===== src/rtl/router_pkg.sv =====
// Shared types for the 1x3 router packet-sequencing controller: state encoding,
// port geometry and the per-state strobe decode.
package router_pkg;

  localparam int NUM_PORTS = 3;
  localparam int ADDR_W    = 2;

  typedef enum logic [2:0] {
    DECODE_ADDRESS     = 3'd0,
    LOAD_FIRST_DATA    = 3'd1,
    LOAD_DATA          = 3'd2,
    LOAD_PARITY        = 3'd3,
    FIFO_FULL_STATE    = 3'd4,
    LOAD_AFTER_FULL    = 3'd5,
    WAIT_TILL_EMPTY    = 3'd6,
    CHECK_PARITY_ERROR = 3'd7
  } state_t;

  typedef struct packed {
    logic detect_addr;
    logic lfd_state;
    logic ld_state;
    logic laf_state;
    logic full_state;
    logic rst_int_reg;
    logic write_enb_reg;
    logic busy;
  } ctrl_t;

  // Strobe pattern presented while the FSM sits in state s.
  function automatic ctrl_t decode_state(input state_t s);
    ctrl_t c;
    c = '0;
    case (s)
      DECODE_ADDRESS:     c.detect_addr = 1'b1;
      LOAD_FIRST_DATA:    begin c.lfd_state   = 1'b1; c.busy = 1'b1; end
      LOAD_DATA:          begin c.ld_state    = 1'b1; c.write_enb_reg = 1'b1; end
      LOAD_PARITY:        begin c.write_enb_reg = 1'b1; c.busy = 1'b1; end
      FIFO_FULL_STATE:    begin c.full_state  = 1'b1; c.busy = 1'b1; end
      LOAD_AFTER_FULL:    begin c.laf_state   = 1'b1; c.write_enb_reg = 1'b1; c.busy = 1'b1; end
      WAIT_TILL_EMPTY:    c.busy = 1'b1;
      CHECK_PARITY_ERROR: begin c.rst_int_reg = 1'b1; c.busy = 1'b1; end
      default:            c.detect_addr = 1'b1;
    endcase
    return c;
  endfunction

  // Select the bit of a per-port vector belonging to port address a.
  function automatic logic port_bit(input logic [NUM_PORTS-1:0] v,
                                    input logic [ADDR_W-1:0]    a);
    logic hit;
    hit = 1'b0;
    for (int i = 0; i < NUM_PORTS; i++) begin
      hit = hit | (v[i] & (a == ADDR_W'(i)));
    end
    return hit;
  endfunction

endpackage


===== src/rtl/router_fsm_ctrl.sv =====
// Packet-sequencing FSM for the 1x3 router: decodes the header destination,
// stalls on busy/full FIFOs and schedules parity load and check.
module router_fsm_ctrl
  import router_pkg::*;
(
  input  logic                 clk,
  input  logic                 rst,
  input  logic                 pkt_vld,
  input  logic [ADDR_W-1:0]    din,
  input  logic                 fifo_full,
  input  logic [NUM_PORTS-1:0] fifo_empty,
  input  logic [NUM_PORTS-1:0] soft_reset,
  input  logic                 parity_done,
  input  logic                 low_pkt_valid,
  output logic                 detect_addr,
  output logic                 lfd_state,
  output logic                 ld_state,
  output logic                 laf_state,
  output logic                 full_state,
  output logic                 rst_int_reg,
  output logic                 write_enb_reg,
  output logic                 busy,
  output logic [ADDR_W-1:0]    dest_addr
);

  state_t              state_r;
  state_t              next_state_s;
  logic [ADDR_W-1:0]   dest_addr_r;
  logic [ADDR_W-1:0]   dest_next_s;
  ctrl_t               ctrl_r;
  logic                hdr_valid_s;
  logic                sr_hit_s;

  // Next-state and destination-capture logic.
  always_comb begin
    next_state_s = state_r;
    dest_next_s  = dest_addr_r;
    hdr_valid_s  = pkt_vld & (din < ADDR_W'(NUM_PORTS));
    sr_hit_s     = port_bit(soft_reset, dest_addr_r);
    case (state_r)
      DECODE_ADDRESS: begin
        if (hdr_valid_s) begin
          dest_next_s = din;
          if (port_bit(fifo_empty, din)) begin
            next_state_s = LOAD_FIRST_DATA;
          end else begin
            next_state_s = WAIT_TILL_EMPTY;
          end
        end else begin
          next_state_s = DECODE_ADDRESS;
        end
      end
      WAIT_TILL_EMPTY: begin
        if (port_bit(fifo_empty, dest_addr_r)) begin
          next_state_s = LOAD_FIRST_DATA;
        end else begin
          next_state_s = WAIT_TILL_EMPTY;
        end
      end
      LOAD_FIRST_DATA: next_state_s = LOAD_DATA;
      LOAD_DATA: begin
        if (fifo_full) begin
          next_state_s = FIFO_FULL_STATE;
        end else if (!pkt_vld) begin
          next_state_s = LOAD_PARITY;
        end else begin
          next_state_s = LOAD_DATA;
        end
      end
      FIFO_FULL_STATE: begin
        if (!fifo_full) begin
          next_state_s = LOAD_AFTER_FULL;
        end else begin
          next_state_s = FIFO_FULL_STATE;
        end
      end
      LOAD_AFTER_FULL: begin
        if (parity_done) begin
          next_state_s = DECODE_ADDRESS;
        end else if (low_pkt_valid) begin
          next_state_s = LOAD_PARITY;
        end else begin
          next_state_s = LOAD_DATA;
        end
      end
      LOAD_PARITY: next_state_s = CHECK_PARITY_ERROR;
      CHECK_PARITY_ERROR: begin
        if (fifo_full) begin
          next_state_s = FIFO_FULL_STATE;
        end else begin
          next_state_s = DECODE_ADDRESS;
        end
      end
      default: next_state_s = DECODE_ADDRESS;
    endcase
    // A read timeout on our own port aborts the packet from any active state.
    if ((state_r != DECODE_ADDRESS) && sr_hit_s) begin
      next_state_s = DECODE_ADDRESS;
    end else begin
      next_state_s = next_state_s;
    end
  end

  // State, destination and strobe registers; strobes track the state entered.
  always_ff @(posedge clk) begin
    if (rst) begin
      state_r     <= DECODE_ADDRESS;
      dest_addr_r <= '0;
      ctrl_r      <= decode_state(DECODE_ADDRESS);
    end else begin
      state_r     <= next_state_s;
      dest_addr_r <= dest_next_s;
      ctrl_r      <= decode_state(next_state_s);
    end
  end

  assign detect_addr   = ctrl_r.detect_addr;
  assign lfd_state     = ctrl_r.lfd_state;
  assign ld_state      = ctrl_r.ld_state;
  assign laf_state     = ctrl_r.laf_state;
  assign full_state    = ctrl_r.full_state;
  assign rst_int_reg   = ctrl_r.rst_int_reg;
  assign write_enb_reg = ctrl_r.write_enb_reg;
  assign busy          = ctrl_r.busy;
  assign dest_addr     = dest_addr_r;

endmodule


===== config.mk =====
export PLATFORM = sky130hd
export DESIGN_NAME = router_fsm_ctrl
export DESIGN_NICKNAME = d
export VERILOG_FILES = /design/src/rtl/router_pkg.sv /design/src/rtl/router_fsm_ctrl.sv
export SDC_FILE = /design/constraint.sdc
export NUM_CORES = 1
export LEC_CHECK = 0
export ABC_AREA = 1
export CAP_MARGIN = 5
export CORE_MARGIN = 2
export CORE_UTILIZATION = 44
export CTS_CLUSTER_DIAMETER = 50
export DETAILED_ROUTE_END_ITERATION = 10
export GPL_TIMING_DRIVEN = 0
export PLACE_DENSITY = 0.76
export SYNTH_ARGS = -nofsm -noshare
export SYNTH_HDL_FRONTEND = slang
export SYNTH_SLANG_ARGS = --single-unit

===== constraint.sdc =====
create_clock -name clk -period 1.6 [get_ports clk]
set_input_delay 0.16 -clock clk [delete_from_list [all_inputs] [get_ports clk]]
set_output_delay 0.16 -clock clk [all_outputs]
set_load 0.1 [all_outputs]

; Yosys cells after proc, flatten, opt, wreduce, memory -nomap -nowiden
; Index checks and enable logic that the tools add are counted.
[word_totals]
ff_bits = 13
output_inout_bits = 10
[op_classes]
magnitude_cmp = 1
n_eq_ne = 18
muxes = 19
bitwise = 16
reduce_logical = 9
[op_table]
columns = cell, n
row1 = equality test 3 bit (second input constant), 8
row2 = one-hot mux 3 bit (8 select lines), 1
row3 = 2-to-1 mux 3 bit, 6
row4 = equality test 3 x 2 -> 1 bit (second input constant), 4
row5 = 2-to-1 mux 1 bit, 11
row6 = AND 1 bit, 10
row7 = equality test 3 x 1 -> 1 bit (second input constant), 2
row8 = logical NOT 3 bit, 2
row9 = bitwise OR 1 bit, 6
row10 = OR reduction 6 bit, 1
row11 = equality test 2 x 1 -> 1 bit (second input constant), 2
row12 = equality test 2 bit (second input constant), 2
row13 = logical NOT 2 bit, 2
row14 = nonzero test 3 bit, 1
row15 = OR reduction 3 bit, 1
row16 = less-than comparator 2 bit (second input constant), 1
row17 = 2-to-1 mux 2 bit, 1
row18 = AND reduction 2 bit, 1
row19 = logical AND 1 bit, 1

; Logic depth before layout (Yosys ltp)
; Gate-level depths: netlist (run 1).
[logic_depth]
ltp_word = 11
depth_mapped = 9
depth_no_buf = 9

; Least setup slack after synthesis (run 1)
; OpenSTA, ideal clock, no wires.
[synth_path]
path_type = register to register
startpoint = register dest_addr_r[0], in the netlist dest_addr[0]
endpoint = register ctrl_r (netlist bit detect_addr)
setup_ns = 0.113
t_arrival_ns = 1.875
path_slack_ns = -0.389
path_stages_with_launch = 8
period_less_slack_ns = 1.989
path_cell_list = dfxtp_1 > inv_1 > nand3_1 > nand3_1 > o21ai_4 > nand3_2 > nand2_1 > nor2_2
[synth_via]
elab_chain_cells = 9
[synth_lines]
columns = element, line
row1 = start: declaration, router_fsm_ctrl.sv:28  ; logic [ADDR_W-1:0] dest_addr_r;
row2 = start signal: assignment, router_fsm_ctrl.sv:112  ; dest_addr_r <= dest_next_s;
row3 = equality test 2 x 1 -> 1 bit / logical NOT 2 bit (equally long branches), router_pkg.sv:54  ; hit = hit | (v[i] & (a == ADDR_W'(i)));
row4 = AND 1 bit, router_pkg.sv:54
row5 = bitwise OR 1 bit (2 in series), router_pkg.sv:54
row6 = 2-to-1 mux 3 bit, router_fsm_ctrl.sv:54  ; if (port_bit(fifo_empty, dest_addr_r)) begin
row7 = one-hot mux 3 bit (8 select lines), router_fsm_ctrl.sv:40  ; case (state_r)
row8 = 2-to-1 mux 3 bit *, router_fsm_ctrl.sv:97  ; if ((state_r != DECODE_ADDRESS) && sr_hit_s) begin
row9 = logical NOT 3 bit *, router_pkg.sv:34  ; case (s)
row10 = 2-to-1 mux 1 bit *, router_pkg.sv:34
row11 = end signal: assignment, router_fsm_ctrl.sv:109  ; ctrl_r <= decode_state(DECODE_ADDRESS);
row12 = end signal: assignment, router_fsm_ctrl.sv:113  ; ctrl_r <= decode_state(next_state_s);
row13 = end: declaration, router_fsm_ctrl.sv:30  ; ctrl_t ctrl_r;
; Every way passes the cells marked *; elsewhere a longest branch is shown, timed or not.
; A chain may end at the register's enable or synchronous reset.

; Final worst setup path (run 1)
[layout_path]
startpoint = register ctrl_r (netlist bit ld_state)
endpoint = output port ld_state
[layout_lines]
columns = element, line
row1 = end: declaration, router_fsm_ctrl.sv:17  ; output logic ld_state,
; No word-level cell between the ends.

==> impl_metrics.ini, run 1 <==
[logic_synthesis]
synth_area_leaders = dfxtp_1 (35%), nand3_1 (13%), nand2_1 (9.6%), inv_1 (7.1%), nor2_2 (4.2%)
yosys_warnings = 0
synthArstFlopShare_pct = 0
synth-edff-count = 0
synth_flop_cell = dfxtp_1
syn-num-nets = 117
ys_seq_area_share_pct = 35.1
synthesis.area_um2 = 741
synth_top_area_share_pct = 35.1
synth_cell_type_count = 23
ys_seq_elements = 13
yosysTopAreaCell = dfxtp_1
ys_top_cells_by_count = nand2_1 (19), nand3_1 (19), inv_1 (14), dfxtp_1 (13), nor2_1 (8)
syn_inst = 103
syn_avg_cell_area_um2 = 7.19

[placement]
place_congestion = 0.783
dp_cells = 142
place_hpwl_um = 1310
port_buffers = 23

[setup_path]
r2r_setup_slack_ns = 0.23
startpoint_type = register
critical_path.cell_chain = clkdlybuf4s15_1
endpoint_kind = output port
rr_endpoint = detect_addr$_SDFF_PP1_
cp_data_arrival_time_ns = 1.40
worstReg2RegStart = state_r[0]$_SDFF_PP0_
crit_type = reg -> out
worst_path_max_delay_cell = clkdlybuf4s15_1
path_max_fanout = 1
cp_top_family = buffers and inverters
ff2ff_path_depth = 8
cp_data_required_time_ns = 1.44
path_buf_inv = 1
cp_slowest_stage_delay_ns = 0.81

[cts]
post_cts_buffers = 0
ctsHoldBuffers = 0
cts_tree = yes
clk_pin_slew_ns = 0.08
clkSinkCount = 13
cts_root_buf = clkbuf_4
clkLatencyLatePin_ns = 0.27
cts_inserted_buffers = 3
cts_htree_levels = 1
cts_buffer_depth = 2

[worst_hold_path]
hold_start = dest_addr[0]$_SDFFE_PP0P_
min_path_type = reg -> reg
holdPathEnd = dest_addr[0]$_SDFFE_PP0P_
holdPathStages = 2

[finish]
final_cells = 146
num-nets-final = 145
largest_register_ffs = 3
regMostFlops = state_r
antenna_cells = 0
area_growth_syn_to_layout_pct = 34.0
drive_gt1_share_pct = 26.9

[sta]
fmax_mhz = 642
fin_skew_ns = 0.00127
drv_slew = 0
rsz0062_at_grt = false
tightest_slew_ns = 0.947
fin_crit_ns = 1.56
slew_headroom_pct = 37.1
fin_crit_sh_pct = 97.3
finalSetupViolCount = 0
hold_viol = 0
fin_hold_ws_ns = 0.518

[detailed_routing]
routedWlPerCell_um = 10.8
detail_route.first_pass.iterations = 4
met1Wirelength_um = 734
finalWirelength_um = 1580
dr_wl_met3_um = 72
antenna_left = 0
detail_route.iter0.violations = 15
vias = 741
avgViaCountPerCell = 5.08
drc = 0
route.met2.wl_um = 761
top_layer_used = met4

[global_routing]
track_usage_pct = 17.8
antenna_found_initial = 0
grt_max_degree = 8
first_global_vias = 641
grt_pass1_wl_um = 2650
grt.overflow.total = 0

[outcome]
status = finished clean

[power]
p_leak_uw = 0.000453
irDropWorstVdd_mv = 1.01
power_density_nw_per_um2 = 1460

[floorplan]
core-area_um2 = 1540
initial_utilization_pct = 48.1
io_pins = 24
die_w_um = 45.0
dieArea_um2 = 2030
std_cell_rows = 14
die_h_um = 45.0

[job]
drv_cap = 0
[placed cells by master, fill, tap and decap left out, drive strengths merged, types with 2 or more instances in the layout]
cell type,instances
or2,2
nor2,15
nand3,22
inv,15
clkbuf,11
nand2,24
nand4,2
clkdlybuf4s15,3
dfxtp,13
a21oi,2
o21ai,4
clkdlybuf4s50,13
[routing by layer]
metal,vias to the layer above,GRT usage (%)
met3,2,4.00
met1,329,24.2
met2,21,27.4
met4,0,7.06
met5,-,0
li1,389,-
[stage by stage]
stage | area [um^2] | util [%] | setup slack (ns) | total power, uW | TNS, ns
6_report | 992 | 64.4 | 0.0426 | 1450 | 0
3_5_place_dp | 998 | 64.8 | -0.0426 | 1290 | -0.123
2_1_floorplan | 748 | - | 0.177 | 1100 | 0
4_1_cts | 1020 | 66.4 | 0.000631 | 1470 | 0
3_3_place_gp | 998 | 64.8 | -0.0337 | 1270 | -0.0862
5_1_grt | 992 | 64.4 | 0.00680 | 1530 | 0
[logic make-up (layout without fill, tap and decap cells)]
kind of cell	Yosys count	count (layout)	share of synthesized area (%)
simple gates	68	68	50.2
buf+inv	15	42	7.60
flops	13	13	35.1
compound gates	7	7	7.10
[power breakdown]
| part | total (uW) | internal, uW | switching, uW | leakage (uW) |
|---|---|---|---|---|
| logic | 812 | 198 | 614 | 0.000330 |
| registers | 431 | 386 | 44.4 | 0.000108 |
| clock network | 208 | 96.7 | 112 | 0.0000150 |
| total | 1450 | 681 | 770 | 0.000453 |
[worst max path at each step]
stage	cells past startpoint	slack (ns)	from	to
3_3_place_gp	1	-0.03	dest_addr[0]$_SDFFE_PP0P_	dest_addr[0]
4_1_cts	1	0.0006	detect_addr$_SDFF_PP1_	detect_addr
6_report	1	0.04	ld_state$_SDFF_PP0_	ld_state
5_1_grt	1	0.007	ld_state$_SDFF_PP0_	ld_state
3_5_place_dp	9	-0.04	din[0]	detect_addr$_SDFF_PP1_
2_1_floorplan	7	0.18	dest_addr[0]$_SDFFE_PP0P_	detect_addr$_SDFF_PP1_
[area by class of cell]
type	instances	area [um^2]
Fill cell	153	549
Multi-Input combinational cell	75	424
Sequential cell	13	268
Timing Repair Buffer	23	198
Inverter	15	56.3
Clock buffer	4	26.3
Tap cell	16	20.0
[what timing repair did]
item / in CTS / in global routing
hold endpoints to repair: 0 / 0
pin swaps: 0 / 0
endpoints found under the setup margin: 10 / 8
resized for setup: 19 / 10
No activity file was read; power rests on OpenSTA's default activity.
==> run 2: changes to the inputs <==
REMOVE_ABC_BUFFERS = 1   (was unset)
==> run 2 against run 1 <==
  * Combinational power barely moved
  * Clock skew rose by 0.0029 ns
  * Fmax up 0.42%
  * Sequential power hardly changed
  * First-iteration DRC count decreased by 27%
  * Clock-buffer cell count is the same
  * Largest power group unchanged
  * Global-route usage fell by 1.3 points
  * Core utilization grew 0.24 points
  * Setup slack gained 0.0065 ns
  * Non-clock buffer count stayed put
  * Sequential cell count is the same
  * Total power shrank 0.93%
==> impl_metrics.ini, run 2 (synthesis results as in run 1) <==
[cts]
clkLatencyLatePin_ns = 0.27
clk_pin_slew_ns = 0.08
ctsHoldBuffers = 0
post_cts_buffers = 0
cts_htree_levels = 1
clkSinkCount = 13
cts_tree = yes
cts_inserted_buffers = 3
cts_buffer_depth = 2
cts_root_buf = clkbuf_4

[finish]
mostFrequentLayoutCells = nand3_1 (19), nand2_1 (19), inv_1 (14)
regMostFlops = state_r
area_growth_syn_to_layout_pct = 34.5
drive_gt1_share_pct = 24.6
antenna_cells = 0
final_area_um2 = 996
fin_util_pct = 64.6
largest_register_ffs = 3
num-nets-final = 145

[global_routing]
first_global_vias = 631
track_usage_pct = 16.6
grt_pass1_wl_um = 2460
grt.overflow.total = 0
grt_max_degree = 8
antenna_found_initial = 0

[setup_path]
crit_cells = 1
path_max_fanout = 1
endpoint = rst_int_reg
crit_type = reg -> out
worst_path_max_delay_cell = clkdlybuf4s15_1
rr_endpoint = ld_state$_SDFF_PP0_
startpoint_type = register
cp_slowest_stage_delay_ns = 0.81
critical_path.cell_chain = clkdlybuf4s15_1
path_buf_inv = 1
ff2ff_path_depth = 8
cp_data_required_time_ns = 1.44
critical_path.startpoint = rst_int_reg$_SDFF_PP0_
cp_data_arrival_time_ns = 1.39
r2r_setup_slack_ns = 0.22
cp_top_family = buffers and inverters
worstReg2RegStart = state_r[1]$_SDFF_PP0_
endpoint_kind = output port

[sta]
fin_crit_ns = 1.55
tns_ns = 0
fmax_mhz = 645
fin_crit_sh_pct = 96.9
fin_skew_ns = 0.00417
fin_hold_ws_ns = 0.517
tightest_slew_ns = 0.946
slew_headroom_pct = 37.2
finalSetupViolCount = 0
drv_slew = 0
hold_viol = 0
rsz0062_at_grt = false

[placement]
port_buffers = 23
place_congestion = 0.787
place_hpwl_um = 1260
dpl-instance-area_um2 = 991

[detailed_routing]
antenna_left = 0
vias = 721
detail_route.iter0.violations = 11
detail_route.first_pass.iterations = 4
finalWirelength_um = 1500
avgViaCountPerCell = 4.94
routedWlPerCell_um = 10.3
drc = 0

[outcome]
status = finished clean

[floorplan]
io_pins = 24
initial_utilization_pct = 48.1
die_w_um = 45.0
std_cell_rows = 14
die_h_um = 45.0
core-area_um2 = 1540
dieArea_um2 = 2030

[power]
p_leak_uw = 0.000451
irDropWorstVdd_mv = 1.09
power_density_nw_per_um2 = 1440

[job]
drv_cap = 0

[worst_hold_path]
min_path_type = reg -> reg
[run 2: where the power goes]
part	internal [uW]	leakage [uW]	switching (uW)	total (uW)
clock network	96.5	0.0000150	103	199
registers	385	0.000106	43.3	428
logic	201	0.000329	609	810
[run 2: worst min-delay path by stage]
| stage | to | depth (start not counted) | slack, ns | from |
|---|---|---|---|---|
| 2_1_floorplan | dest_addr[0]$_SDFFE_PP0P_ | 1 | 0.23 | rst |
| 3_3_place_gp | dest_addr[0]$_SDFFE_PP0P_ | 2 | 0.51 | dest_addr[0]$_SDFFE_PP0P_ |
| 3_5_place_dp | dest_addr[1]$_SDFFE_PP0P_ | 2 | 0.50 | dest_addr[1]$_SDFFE_PP0P_ |
| 4_1_cts | dest_addr[1]$_SDFFE_PP0P_ | 2 | 0.52 | rst |
| 5_1_grt | dest_addr[1]$_SDFFE_PP0P_ | 2 | 0.53 | rst |
| 6_report | dest_addr[1]$_SDFFE_PP0P_ | 2 | 0.52 | dest_addr[1]$_SDFFE_PP0P_ |
[run 2: through the flow]
step                setup WS [ns]  power, uW  instances
global route              0.00609       1520        146
detailed placement        -0.0984       1280        142
global placement           -0.100       1270        142
floorplan                  -0.389       1100        103
finish                     0.0492       1440        146
CTS                       0.00426       1460        146
[run 2: layout make-up]
class / count / area, um^2
sequential: 13 / 260
clock buffer: 4 / 26.3
tap: 16 / 20.0
multi-input combinational: 75 / 424
fill: 147 / 546
timing repair buffer: 23 / 209
inverter: 15 / 56.3
[run 2: repair_timing]
| action | in CTS | in global routing |
|---|---|---|
| gates cloned | 0 | 0 |
| resized for setup | 20 | 8 |
| setup endpoints to repair | 10 | 7 |
| endpoints found under the hold margin | 0 | 0 |
[run 2: worst reg2reg max path, cell delays in order, from the launching register on]
cell and delay (ns):
dfxtp_1 0.49, nor2_1 0.11, nand3_1 0.11, nand3_1 0.09, nor2_2 0.13, nand3_2 0.10
nand2_1 0.12, inv_1 0.06, nor2_1 0.11
[run 2: routing by layer]
layer,vias up,GRT usage (%),wire [um],part of all wire [%]
met2,20,26.3,693,46
li1,384,-,-,-
met1,313,21.1,713,48
met5,-,0,0,0
met3,4,4.40,73,4.9
met4,0,7.06,18,1.2
==> run 3: changes to the inputs <==
--- a/config.mk
+++ b/config.mk
@@ -14,4 +14,5 @@
 export GPL_TIMING_DRIVEN = 0
 export PLACE_DENSITY = 0.76
+export RECOVER_POWER = 25
 export REMOVE_ABC_BUFFERS = 1
 export SYNTH_ARGS = -nofsm -noshare
==> constraint.sdc (replaced) <==
create_clock -name clk -period 1.6 [get_ports clk]
set_input_delay 0.16 -clock clk [delete_from_list [all_inputs] [get_ports clk]]
set_output_delay 0.16 -clock clk [all_outputs]
set_load 0.01 [all_outputs]
==> run 3 against run 2 <==
  * Clock skew about the same
  * Clock-buffer cell count did not move
  * Total power down 18%
  * Via count is the same
  * Critical path depth is 8 higher
  * Register-to-register slack hardly changed
  * Die area unchanged
  * Sequential share of layout area shrank 0.55 points
  * Largest power group unchanged
==> impl_metrics.ini, run 3 (synthesis results as in run 1) <==
[outcome]
status = finished clean

[floorplan]
std_cell_rows = 14
die_w_um = 45.0
dieArea_um2 = 2030
initial_utilization_pct = 48.1
core-area_um2 = 1540
die_h_um = 45.0
io_pins = 24

[cts]
clkLatencyLatePin_ns = 0.27
clkSinkCount = 13
cts_htree_levels = 1
cts_resized = 0
cts_inserted_buffers = 3
clk_pin_slew_ns = 0.08
post_cts_buffers = 0
cts_tree = yes
ctsHoldBuffers = 0
cts_root_buf = clkbuf_4
cts_buffer_depth = 2

[finish]
antenna_cells = 0
drive_gt1_share_pct = 18.5
mostFrequentLayoutCells = nand3_1 (19), nand2_1 (19), clkdlybuf4s50_1 (19)
num-nets-final = 145
largest_register_ffs = 3
regMostFlops = state_r
final_cells = 146
area_growth_syn_to_layout_pct = 37.3

[worst_hold_path]
holdPathStages = 2
hold_start = dest_addr[1]$_SDFFE_PP0P_
min_path_type = reg -> reg
holdPathEnd = dest_addr[1]$_SDFFE_PP0P_

[sta]
drv_slew = 0
fin_hold_ws_ns = 0.517
finalSetupViolCount = 0
fmax_mhz = 707
rsz0062_at_grt = false
hold_viol = 0
tightest_slew_ns = 0.287
fin_crit_ns = 1.41
slew_headroom_pct = 80.9
fin_skew_ns = 0.00420
fin_crit_sh_pct = 88.4

[job]
drv_cap = 0

[setup_path]
path_max_fanout = 5
endpoint_kind = register
r2r_setup_slack_ns = 0.22
rr_endpoint = ld_state$_SDFF_PP0_
worstReg2RegStart = state_r[1]$_SDFF_PP0_
cp_data_required_time_ns = 1.78
ff2ff_path_depth = 8
startpoint_type = input pin
cp_data_arrival_time_ns = 1.59
crit_type = in -> reg

[power]
irDropWorstVdd_mv = 0.851
p_leak_uw = 0.000452
power_density_nw_per_um2 = 1150

[detailed_routing]
drc = 0
avgViaCountPerCell = 4.94
routedWlPerCell_um = 10.3
detail_route.first_pass.iterations = 4
antenna_left = 0
detail_route.iter0.violations = 11
finalWirelength_um = 1500
vias = 721

[global_routing]
first_global_vias = 631
antenna_found_initial = 0
grt_pass1_wl_um = 2460
grt.overflow.total = 0
track_usage_pct = 16.6
grt_max_degree = 8

[placement]
port_buffers = 23
dp_cells = 142
place_hpwl_um = 1260
place_congestion = 0.787
## run 3: worst max-delay path by stage
stage,slack (ns),cells after the start,startpoint,endpoint
6_report,0.19,9,din[1],detect_addr$_SDFF_PP1_
5_1_grt,0.08,9,din[1],detect_addr$_SDFF_PP1_
4_1_cts,0.18,1,dest_addr[1]$_SDFFE_PP0P_,dest_addr[1]
3_5_place_dp,-0.02,9,din[0],detect_addr$_SDFF_PP1_
3_3_place_gp,-0.02,9,din[0],detect_addr$_SDFF_PP1_
2_1_floorplan,0.34,7,dest_addr[0]$_SDFFE_PP0P_,detect_addr$_SDFF_PP1_
## run 3: per-stage QoR
stage                     util (%)  area [um^2]  total power (uW)  TNS [ns]  setup WS (ns)
after floorplan                  -          741               805         0          0.342
after global placement        64.3          991               977   -0.0181        -0.0181
after detailed placement      64.3          991               986   -0.0232        -0.0220
after CTS                     66.0         1020              1190         0          0.184
after global routing          66.0         1020              1260         0         0.0788
final                         66.0         1020              1170         0          0.186
## run 3: where the power goes
part / internal, uW / total, uW / switching (uW)
clock: 96.5 / 199 / 103
combinational: 230 / 545 / 315
sequential: 385 / 428 / 42.8
total: 711 / 1170 / 461
## run 3: critical path, stage by stage
cell	delay [ns]
dlygate4sd3_1	0.59
inv_1	0.14
o21ai_2	0.09
nor2_4	0.13
nand2_2	0.08
o21ai_4	0.09
nand3_2	0.13
nand2_1	0.13
nor2_2	0.04
## run 3: area by class of cell
cell class / count / area [um^2]
Tap cell: 16 / 20.0
Timing Repair Buffer: 23 / 230
Multi-Input combinational cell: 75 / 424
Clock buffer: 4 / 26.3
Sequential cell: 13 / 260
Fill cell: 148 / 524
Inverter: 15 / 56.3
## run 3: layer usage
layer | part of all wire (%) | track usage, %
met4 | 1.2 | 7.06
met2 | 46 | 26.3
met3 | 4.7 | 4.40
met1 | 48 | 21.1
met5 | 0 | 0
